==> config.mk <==
export PLATFORM = sky130hd
export DESIGN_NAME = name_stream_feeder
export DESIGN_NICKNAME = d
export VERILOG_FILES = /design/src/rtl/name_stream_feeder.sv
export SDC_FILE = /design/constraint.sdc
export NUM_CORES = 2
export LEC_CHECK = 0
export ABC_AREA = 1
export BUFFER_PORTS_ARGS = -buffer_cell sky130_fd_sc_hd__buf_2
export CORE_ASPECT_RATIO = 1.25
export CORE_MARGIN = 10
export CORE_UTILIZATION = 30
export CTS_BUF_LIST = sky130_fd_sc_hd__clkbuf_4 sky130_fd_sc_hd__clkbuf_8
export DETAILED_ROUTE_END_ITERATION = 8
export GPL_TIMING_DRIVEN = 0
export PLACE_DENSITY = 0.45
export SETUP_SLACK_MARGIN = 0.15
export SLEW_MARGIN = 20
export SYNTH_ARGS = -nofsm -noshare
export SYNTH_HDL_FRONTEND = slang
export SYNTH_SLANG_ARGS = --single-unit
==> constraint.sdc <==
create_clock -name clk_in -period 7.8 [get_ports clk_in]
set_input_delay 2.34 -clock clk_in [delete_from_list [all_inputs] [get_ports clk_in]]
set_output_delay 2.34 -clock clk_in [all_outputs]
set_load 0.03 [all_outputs]
==> src/rtl/name_stream_feeder.sv <==
// name_stream_feeder: buffers whole names and streams them word by word to the FIB.
// Define NAME_FEEDER_PAD_EN to zero-pad every name to MAX_NAME_LENGTH words.
module name_stream_feeder #(
    parameter int WORD_SIZE       = 32,
    parameter int MAX_NAME_LENGTH = 8,
    parameter int NAME_DEPTH      = 8,
    parameter int GAP_CYCLES      = 1
) (
    input  logic                               clk_in,
    input  logic                               rst_n_in,
    input  logic                               wr_valid_in,
    output logic                               wr_ready_out,
    input  logic [WORD_SIZE-1:0]               wr_word_in,
    input  logic                               wr_last_in,
    output logic [WORD_SIZE-1:0]               name_component_out,
    output logic                               comp_valid_out,
    input  logic                               comp_ready_in,
    output logic                               comp_first_out,
    output logic                               comp_last_out,
    output logic [$clog2(MAX_NAME_LENGTH)-1:0] comp_index_out,
    output logic [$clog2(NAME_DEPTH):0]        name_count_out,
    output logic                               overflow_out
);

    localparam int IW = $clog2(MAX_NAME_LENGTH);
    localparam int LW = IW + 1;
    localparam int PW = $clog2(NAME_DEPTH);
    localparam int CW = PW + 1;
    localparam int GW = (GAP_CYCLES > 1) ? $clog2(GAP_CYCLES) : 1;

    typedef enum logic [1:0] {IDLE, EMIT, GAP} state_t;

    logic [WORD_SIZE-1:0] mem   [NAME_DEPTH][MAX_NAME_LENGTH];
    logic [LW-1:0]        len_q [NAME_DEPTH];

    state_t               state;
    logic [PW-1:0]        wr_ptr;
    logic [PW-1:0]        rd_ptr;
    logic [PW-1:0]        ld_slot;
    logic [IW-1:0]        wr_idx;
    logic [IW-1:0]        rd_idx;
    logic [IW-1:0]        ld_idx;
    logic [LW-1:0]        ld_pos;
    logic [GW-1:0]        gap_cnt;
    logic [WORD_SIZE-1:0] ld_word;
    logic                 ld_last;
    logic                 discard;
    logic                 wr_fire;
    logic                 wr_full;
    logic                 commit;
    logic                 retire;

    assign wr_ready_out = name_count_out < CW'(NAME_DEPTH);
    assign wr_fire      = wr_valid_in && wr_ready_out;
    assign wr_full      = wr_idx == IW'(MAX_NAME_LENGTH - 1);
    assign commit       = wr_fire && !discard && (wr_last_in || wr_full);
    assign retire       = (state == EMIT) && comp_ready_in && comp_last_out;

    // Load side: a name that hits the length limit without a last marker
    // commits truncated, and the rest of it is swallowed.
    always_ff @(posedge clk_in or negedge rst_n_in) begin
        if (!rst_n_in) begin
            wr_ptr         <= '0;
            wr_idx         <= '0;
            discard        <= 1'b0;
            overflow_out   <= 1'b0;
            name_count_out <= '0;
        end else begin
            if (wr_fire) begin
                if (discard) begin
                    if (wr_last_in) discard <= 1'b0;
                end else if (commit) begin
                    wr_ptr <= wr_ptr + PW'(1);
                    wr_idx <= '0;
                    if (!wr_last_in) begin
                        overflow_out <= 1'b1;
                        discard      <= 1'b1;
                    end
                end else begin
                    wr_idx <= wr_idx + IW'(1);
                end
            end
            name_count_out <= name_count_out + CW'(commit) - CW'(retire);
        end
    end

    always_ff @(posedge clk_in) begin
        if (wr_fire && !discard) mem[wr_ptr][wr_idx] <= wr_word_in;
        if (commit) len_q[wr_ptr] <= {1'b0, wr_idx} + LW'(1);
    end

    // Next word to present, chosen from where the read FSM is heading.
    always_comb begin
        ld_slot = rd_ptr;
        ld_idx  = '0;
        if (state == EMIT) begin
            if (comp_last_out) ld_slot = rd_ptr + PW'(1);
            else               ld_idx  = comp_index_out + IW'(1);
        end else if (state == GAP) begin
            ld_idx = rd_idx;
        end
        ld_pos = {1'b0, ld_idx} + LW'(1);
`ifdef NAME_FEEDER_PAD_EN
        ld_word = (ld_pos <= len_q[ld_slot]) ? mem[ld_slot][ld_idx] : '0;
        ld_last = ld_idx == IW'(MAX_NAME_LENGTH - 1);
`else
        ld_word = mem[ld_slot][ld_idx];
        ld_last = ld_pos == len_q[ld_slot];
`endif
    end

    always_ff @(posedge clk_in or negedge rst_n_in) begin
        if (!rst_n_in) begin
            state              <= IDLE;
            rd_ptr             <= '0;
            rd_idx             <= '0;
            gap_cnt            <= '0;
            comp_valid_out     <= 1'b0;
            name_component_out <= '0;
            comp_first_out     <= 1'b0;
            comp_last_out      <= 1'b0;
            comp_index_out     <= '0;
        end else begin
            unique case (state)
                IDLE: begin
                    if (name_count_out != '0) begin
                        state              <= EMIT;
                        comp_valid_out     <= 1'b1;
                        name_component_out <= ld_word;
                        comp_first_out     <= ld_idx == '0;
                        comp_last_out      <= ld_last;
                        comp_index_out     <= ld_idx;
                    end
                end
                EMIT: begin
                    if (comp_ready_in) begin
                        if (comp_last_out) begin
                            rd_ptr <= rd_ptr + PW'(1);
                            rd_idx <= '0;
                        end else begin
                            rd_idx <= comp_index_out + IW'(1);
                        end
                        if (GAP_CYCLES > 0) begin
                            state              <= GAP;
                            gap_cnt            <= GW'(GAP_CYCLES - 1);
                            comp_valid_out     <= 1'b0;
                            name_component_out <= '0;
                            comp_first_out     <= 1'b0;
                            comp_last_out      <= 1'b0;
                            comp_index_out     <= '0;
                        end else if (!comp_last_out || name_count_out > CW'(1)) begin
                            name_component_out <= ld_word;
                            comp_first_out     <= ld_idx == '0;
                            comp_last_out      <= ld_last;
                            comp_index_out     <= ld_idx;
                        end else begin
                            state              <= IDLE;
                            comp_valid_out     <= 1'b0;
                            name_component_out <= '0;
                            comp_first_out     <= 1'b0;
                            comp_last_out      <= 1'b0;
                            comp_index_out     <= '0;
                        end
                    end
                end
                GAP: begin
                    if (gap_cnt != '0) begin
                        gap_cnt <= gap_cnt - GW'(1);
                    end else if (rd_idx != '0 || name_count_out != '0) begin
                        state              <= EMIT;
                        comp_valid_out     <= 1'b1;
                        name_component_out <= ld_word;
                        comp_first_out     <= ld_idx == '0;
                        comp_last_out      <= ld_last;
                        comp_index_out     <= ld_idx;
                    end else begin
                        state <= IDLE;
                    end
                end
                default: state <= IDLE;
            endcase
        end
    end

endmodule

## Word-level counts from Yosys, hierarchy flattened

Memory sizes are Yosys's and may differ from the RTL's.
Cells that the tools add are included.

| operators by class | value |
|---|---|
| add/sub/neg operators | 9 |
| magnitude comparators | 4 |
| equal/unequal tests | 8 |
| muxes and demuxes | 48 |
| bitwise gates (word level) | 4 |
| reduce and logical (&&, ||, !) cells | 22 |

Operators by type and width:

| operator | number |
|---|---|
| two-way mux 256 bit | 1 |
| two-way mux 32 bit | 7 |
| binary-select mux 32 bit (select 3 bit) | 1 |
| demux 32 bit (select 3 bit) | 1 |
| case mux 32 bit (3 select lines) | 1 |
| two-way mux 3 bit | 10 |
| two-way mux 1 bit | 18 |
| adder 3 x 1 -> 3 bit (second input constant) | 4 |
| case mux 1 bit (3 select lines) | 3 |
| case mux 3 bit (3 select lines) | 1 |
| adder 3 x 1 -> 4 bit (second input constant) | 2 |
| greater-or-equal comparator 4 bit (second input constant) | 2 |
| inverter 3 -> 4 bit | 2 |
| logical AND 1 bit | 6 |
| two-way mux 2 bit | 3 |
| != test 2 bit (second input constant) | 3 |
| case mux 2 bit (3 select lines) | 1 |
| AND reduction 2 bit | 3 |
| AND reduction 3 bit | 2 |
| nonzero test 3 bit | 2 |
| AND reduction 5 bit | 1 |
| adder 4 x 1 -> 4 bit | 1 |
| equality test 4 bit | 1 |
| < comparator 4 x 1 -> 1 bit (second input constant) | 1 |
| other kinds (16) | 18 |

| word-level totals | value |
|---|---|
| bits in registers | 59 |
| memory bits (writable) | 2080 |
| bits of input ports | 37 |
| output and inout port bits | 44 |
| logic and storage cells | 111 |
| memories kept | 2 |

Memory list:

| name | depth | bits a word | read ports | clocked after memory_dff | write ports | RTL line | RTL |
|---|---|---|---|---|---|---|---|
| mem | 8 | 256 | 1 | 0 | 1 | 33 | `logic [WORD_SIZE-1:0] mem [NAME_DEPTH][MAX_NAME_LENGTH];` |
| len_q | 8 | 4 | 1 | 0 | 1 | 34 | `logic [LW-1:0] len_q [NAME_DEPTH];` |

## Longest topological paths before layout

| logic depth | value |
|---|---|
| word-level depth | 10 |
| mapped depth | 20 |
| gate-level depth less buffers | 17 |

## Least setup slack after synthesis

No wires, ideal clock.

| timing | value |
|---|---|
| path type | input-to-reg |
| from | input port wr_valid_in |
| to | memory mem[0][32] (netlist name) (enable) |
| setup time | 0.421 ns |
| arrival | 4.608 ns |
| data required time | 7.379 ns |
| slack | 2.770 ns |
| stages on the path | 6 |
| buffers on the path | 0 |
| path through | nand2_1 -> nor2_1 -> inv_1 -> nor2_1 -> nand3_1 -> nor2_1 |

| on the way | value |
|---|---|
| longest elaborated chain between the ends | 4 |

Ends and longest elaborated chain:

| item | RTL line | RTL |
|---|---|---|
| start: declaration | 11 | `input logic wr_valid_in,` |
| logical AND 1 bit | 54 | `assign wr_fire = wr_valid_in && wr_ready_out;` |
| logical AND 1 bit | 88 | `if (wr_fire && !discard) mem[wr_ptr][wr_idx] <= wr_word_in;` |
| two-way mux 1 bit | 88 |  |
| two-way mux 256 bit (not written as such) | 88 |  |
| end: declaration | 33 |  |

No other way between the ends.

## Worst setup path in the final report

| timing | value |
|---|---|
| from | register rd_ptr[0] |
| to | register name_component_out[10] |

| on the way | value |
|---|---|
| longest elaborated chain between the ends | 10 |
| elaborated cells on any way between the ends | 11 |
| those cells by class | add/sub (1); mux (9); memory (1) |

Ends and longest elaborated chain:

| item | RTL line | RTL |
|---|---|---|
| start: declaration | 38 | `logic [PW-1:0] rd_ptr;` |
| start signal: assignment | 138 | `rd_ptr <= rd_ptr + PW'(1);` |
| adder 3 x 1 -> 3 bit | 97 | `if (comp_last_out) ld_slot = rd_ptr + PW'(1);` |
| two-way mux 3 bit | -- |  |
| two-way mux 3 bit (*) | 96 | `if (state == EMIT) begin` |
| memory read (8 x 256 bit) (*) | -- |  |
| binary-select mux 32 bit (select 3 bit) (*) | 107 | `ld_word = mem[ld_slot][ld_idx];` |
| two-way mux 32 bit (not written as such) (*) (2 in series) | 107 |  |
| two-way mux 32 bit | 169 | `end else if (rd_idx != '0 \|\| name_count_out != '0) begin` |
| two-way mux 32 bit | 167 | `if (gap_cnt != '0) begin` |
| case mux 32 bit (3 select lines) (*) | 124 | `unique case (state)` |
| end signal: assignment | 129 | `name_component_out <= ld_word;` |
| end signal: assignment | 152 | `name_component_out <= ld_word;` |
| end signal: assignment | 172 | `name_component_out <= ld_word;` |
| end: declaration | 15 | `output logic [WORD_SIZE-1:0] name_component_out,` |

Every way passes the cells marked *; elsewhere a longest branch is shown, timed or not. The select of a mux whose other input is x is not followed.
A chain may end at the register's enable or synchronous reset.

==> metrics.md <==
| Metric | Value |
|---|---|
| Status | complete, no violations |
| Worst reg-to-reg setup slack | 2.62 ns |
| Switch Pwr | just over 20 mW |
| I/O Buffers | 80 |
| Core area | about 280000 sq um |
| GRT Overall Usage | 0.230 |
| Final Power | 43.4 mW |
| Slew @ Worst Pin | 1.24 ns |
| Switching Fraction | 0.477 |
| Most common cell after layout, fill and taps aside | nand2_1 |
| Clock latency at the later pin of the worst-skew pair | 1.00 ns |
| Slowest-stage cell, CP | clkbuf_1 |
| Crit. End Element | register |
| Peak VDD IR | 0.276 mV |
| Num CTS Buffers | 360 |
| Initial antenna violation count | 15 |
| Sequential-to-total area share from yosys stat | 0.743 |
| Critical Path End | name_component_out[10] |
| Max FO, Critical Path | 11 |
| GR Overflow Total | 0 |
| Data required time of the worst path | roughly 8.7 ns |
| Post-CTS sizing | 0 |
| Crit share post-route | 0.664 |
| Clk slew on worst S/H paths | 0.06 ns |
| Placement row count | 219 |
| CTS tree | built |
| Worst hold path class | register to register |
| Final hold viol count | 0 |
| Global-route wire length before repair | 498000 microns |
| Top delay family on crit path | simple AND/OR/NAND/NOR gates |
| Worst flop-to-flop path endpoint | name_component_out[10] |
| Combinational power share | 0.468 |
| CP most frequent cell | nand3_1 |
| Setup CP Type | register to register |
| P_int | 22.7 mW |
| Gpl congestion | 0.952 |
| Max cap viols | 0 |
| Slew Viols, Final | 0 |
| Cell Area, Synth | roughly 86000 sq um |
| Area Overhead vs Synth | 19.4% |
| PD cells | 423 nW/um^2 |
| CP Depth | 13 |
| Unique masters post-synth | 29 |
| R2R depth | 13 |
| Critical Path Source | rd_ptr[0] |
| TNS Setup | 0 ns |
| Dpl ws | 2.11 ns |
| Seq pwr share | 0.302 |
| Inst Count DP | 11200 |
| Vias in the first global route | 60000 |
| Initial DRC Count | 7255 |
| #FFs+latches synth | 2138 |
| Via density | roughly 5.2 |
| Routed WL per cell | 31.2 microns |
| Shortest period the worst path allows | 5.18 ns |
| ANT nets after route | 0 |
| Post-route setup slack | 2.62 ns |
| Setup Viol. Count Final | 0 |
| Clk sink count | 2138 |
| Via Count | just over 60000 |
| DRT Wirelength | around 370000 microns |
| Commonest cells after routing, fill and taps aside | nand2_1 (2238), nand3_1 (2096), edfxtp_1 (2080), clkbuf_8 (375), buf_2 (307) |
| DRT Pass-1 Iters | 6 |
| Synth Area per Inst | 12.0 sq um |
| Hold-fix buffers, CTS | 0 |
| Setup Skew | 0.0708 ns |
| Crit start category | register |
| Worst flop-to-flop path startpoint | rd_ptr[0] |
| Nets | 7809 |
| Layout cells sized above 1 | 0.146 |
| Clk root buf | clkbuf_8 |
| Starting density of the core | 0.302 |
| Longest Clk Path Bufs | 4 |
| Pleak | 35.8 nW |
| Die area | 309000 sq um |
| Fmax | 193 MHz |
| Non-filler cells in the finished layout | between 10000 and 15000 |
| Worst Path Buf+Inv | 3 |
| CP arrival | roughly 6.1 ns |
| Rel. slew slack | 0.170 |
| Die Wd | 499 microns |
| Final HPWL DP | around 260000 microns |
| Syn Inst Count | 7153 |
| Clock network power share | 0.230 |
| Yosys warnings | 0 |
| Post-route DRC | 0 |
| Final Core Density | 0.361 |
| I/O Pins | 81 |
| Largest net degree at the start of global routing | 65 |
| Slowest stage delay, CP | 0.66 ns |
| Mapped Nets | 7203 |
| RSZ-0062 raised after global routing | no |
| Chip Height | 619 microns |
| Postcts setup bufs | 0 |
| H-tree levels | 5 |
| Critical path cell sequence | ha_1 > nand2_1 > xor2_1 > o21a_1 > buf_2 > buf_2 > clkbuf_1 > nand3_1 > nand3_1 > nand3_1 > nand3_1 > nand3_1 > nand2_1 |
## worst min-delay path, cell delays in order (launching register included)
cell	delay (ns)
dfrtp_1	0.34
nand2_1	0.05
nand2_1	0.05
## flip-flops by register name, summed over array words and instances, names as in the netlist
signal              count
mem                  2048
len_q                  32
name_component_out     32
name_count_out          4
comp_index_out          3
rd_idx                  3
rd_ptr                  3
wr_idx                  3
wr_ptr                  3
state                   2
comp_first_out          1
comp_last_out           1
comp_valid_out          1
discard                 1
overflow_out            1
## stage by stage
step,cell area [sq um],hold slack (ns)
6_report,103000,0.474
2_1_floorplan,86000,0.464
5_1_grt,103000,0.495
4_1_cts,103000,0.482
3_5_place_dp,95800,0.465
3_3_place_gp,91100,0.464
## power by group through the flow
stage | Clock, mW | Sequential [mW] | Combinational, mW
floorplan | 0 | 13.5 | 9.73
global placement | 0 | 13.4 | 19.7
detailed placement | 0 | 13.3 | 20.0
CTS | 10.1 | 13.1 | 20.1
global route | 10.7 | 13.1 | 21.1
finish | 10.0 | 13.1 | 20.3
## cell usage after synthesis
master,number,area share
o21ai_1,1,0.000058
nor2_2,1,0.000073
buf_1,77,0.0034
inv_2,3,0.00013
nand2_2,4,0.00029
ha_1,12,0.0017
a21oi_1,2,0.00012
xnor2_1,2,0.00020
o21ai_0,13,0.00076
xor2_1,8,0.00081
o21a_1,1,0.000087
clkbuf_1,108,0.0047
buf_2,260,0.015
a32o_1,1,0.00012
nor4_1,1,0.000073
o21ai_2,1,0.00010
dfrtp_1,58,0.017
buf_4,26,0.0023
o21bai_1,1,0.000087
o22ai_1,1,0.000073
nor3_1,1,0.000058
nor2_1,91,0.0040
fa_1,1,0.00023
inv_1,62,0.0027
nand2_1,2238,0.098
edfxtp_1,2080,0.73
o31ai_1,2,0.00017
nand3_1,2096,0.12
nand3_2,1,0.00012
## routing by layer
layer,wire length [microns],vias to the layer above,part of all wire,track usage
li1,-,26800,-,-
met1,136000,31200,0.37,0.270
met5,48,-,0.00013,0
met3,26800,768,0.073,0.0394
met4,24500,6,0.067,0.131
met2,181000,3009,0.49,0.397
## logic make-up after synthesis
group / share of synthesized area
simple gates: 0.224
flops: 0.743
xor+xnor: 0.00102
compound gates: 0.00157
fa+ha+maj: 0.00198
buf+inv: 0.0283
## cell type report
type / count / area (sq um)
Timing Repair Buffer: 244 / 4560
Fill cell: 28000 / 182000
Clock buffer: 496 / 6070
Clock inverter: 144 / 857
Sequential cell: 2138 / 63900
Tap cell: 3757 / 4700
Buffer: 471 / 2200
Multi-Input combinational cell: 4479 / 20200
Inverter: 65 / 244
Antenna cell: 9 / 22.5
## worst min-delay path by stage
| stage | start | to | slack, ns | cells after the start |
|---|---|---|---|---|
| after detailed placement | name_component_out[18] | name_component_out[18] | 0.47 | 2 |
| after floorplan | discard | discard | 0.46 | 2 |
| after global routing | name_component_out[5] | name_component_out[5] | 0.50 | 2 |
| after global placement | name_component_out[8] | name_component_out[8] | 0.46 | 2 |
| final | name_component_out[8] | name_component_out[8] | 0.47 | 2 |
| after CTS | comp_valid_out | comp_valid_out | 0.48 | 2 |
Power figures use the tool's default switching activity.
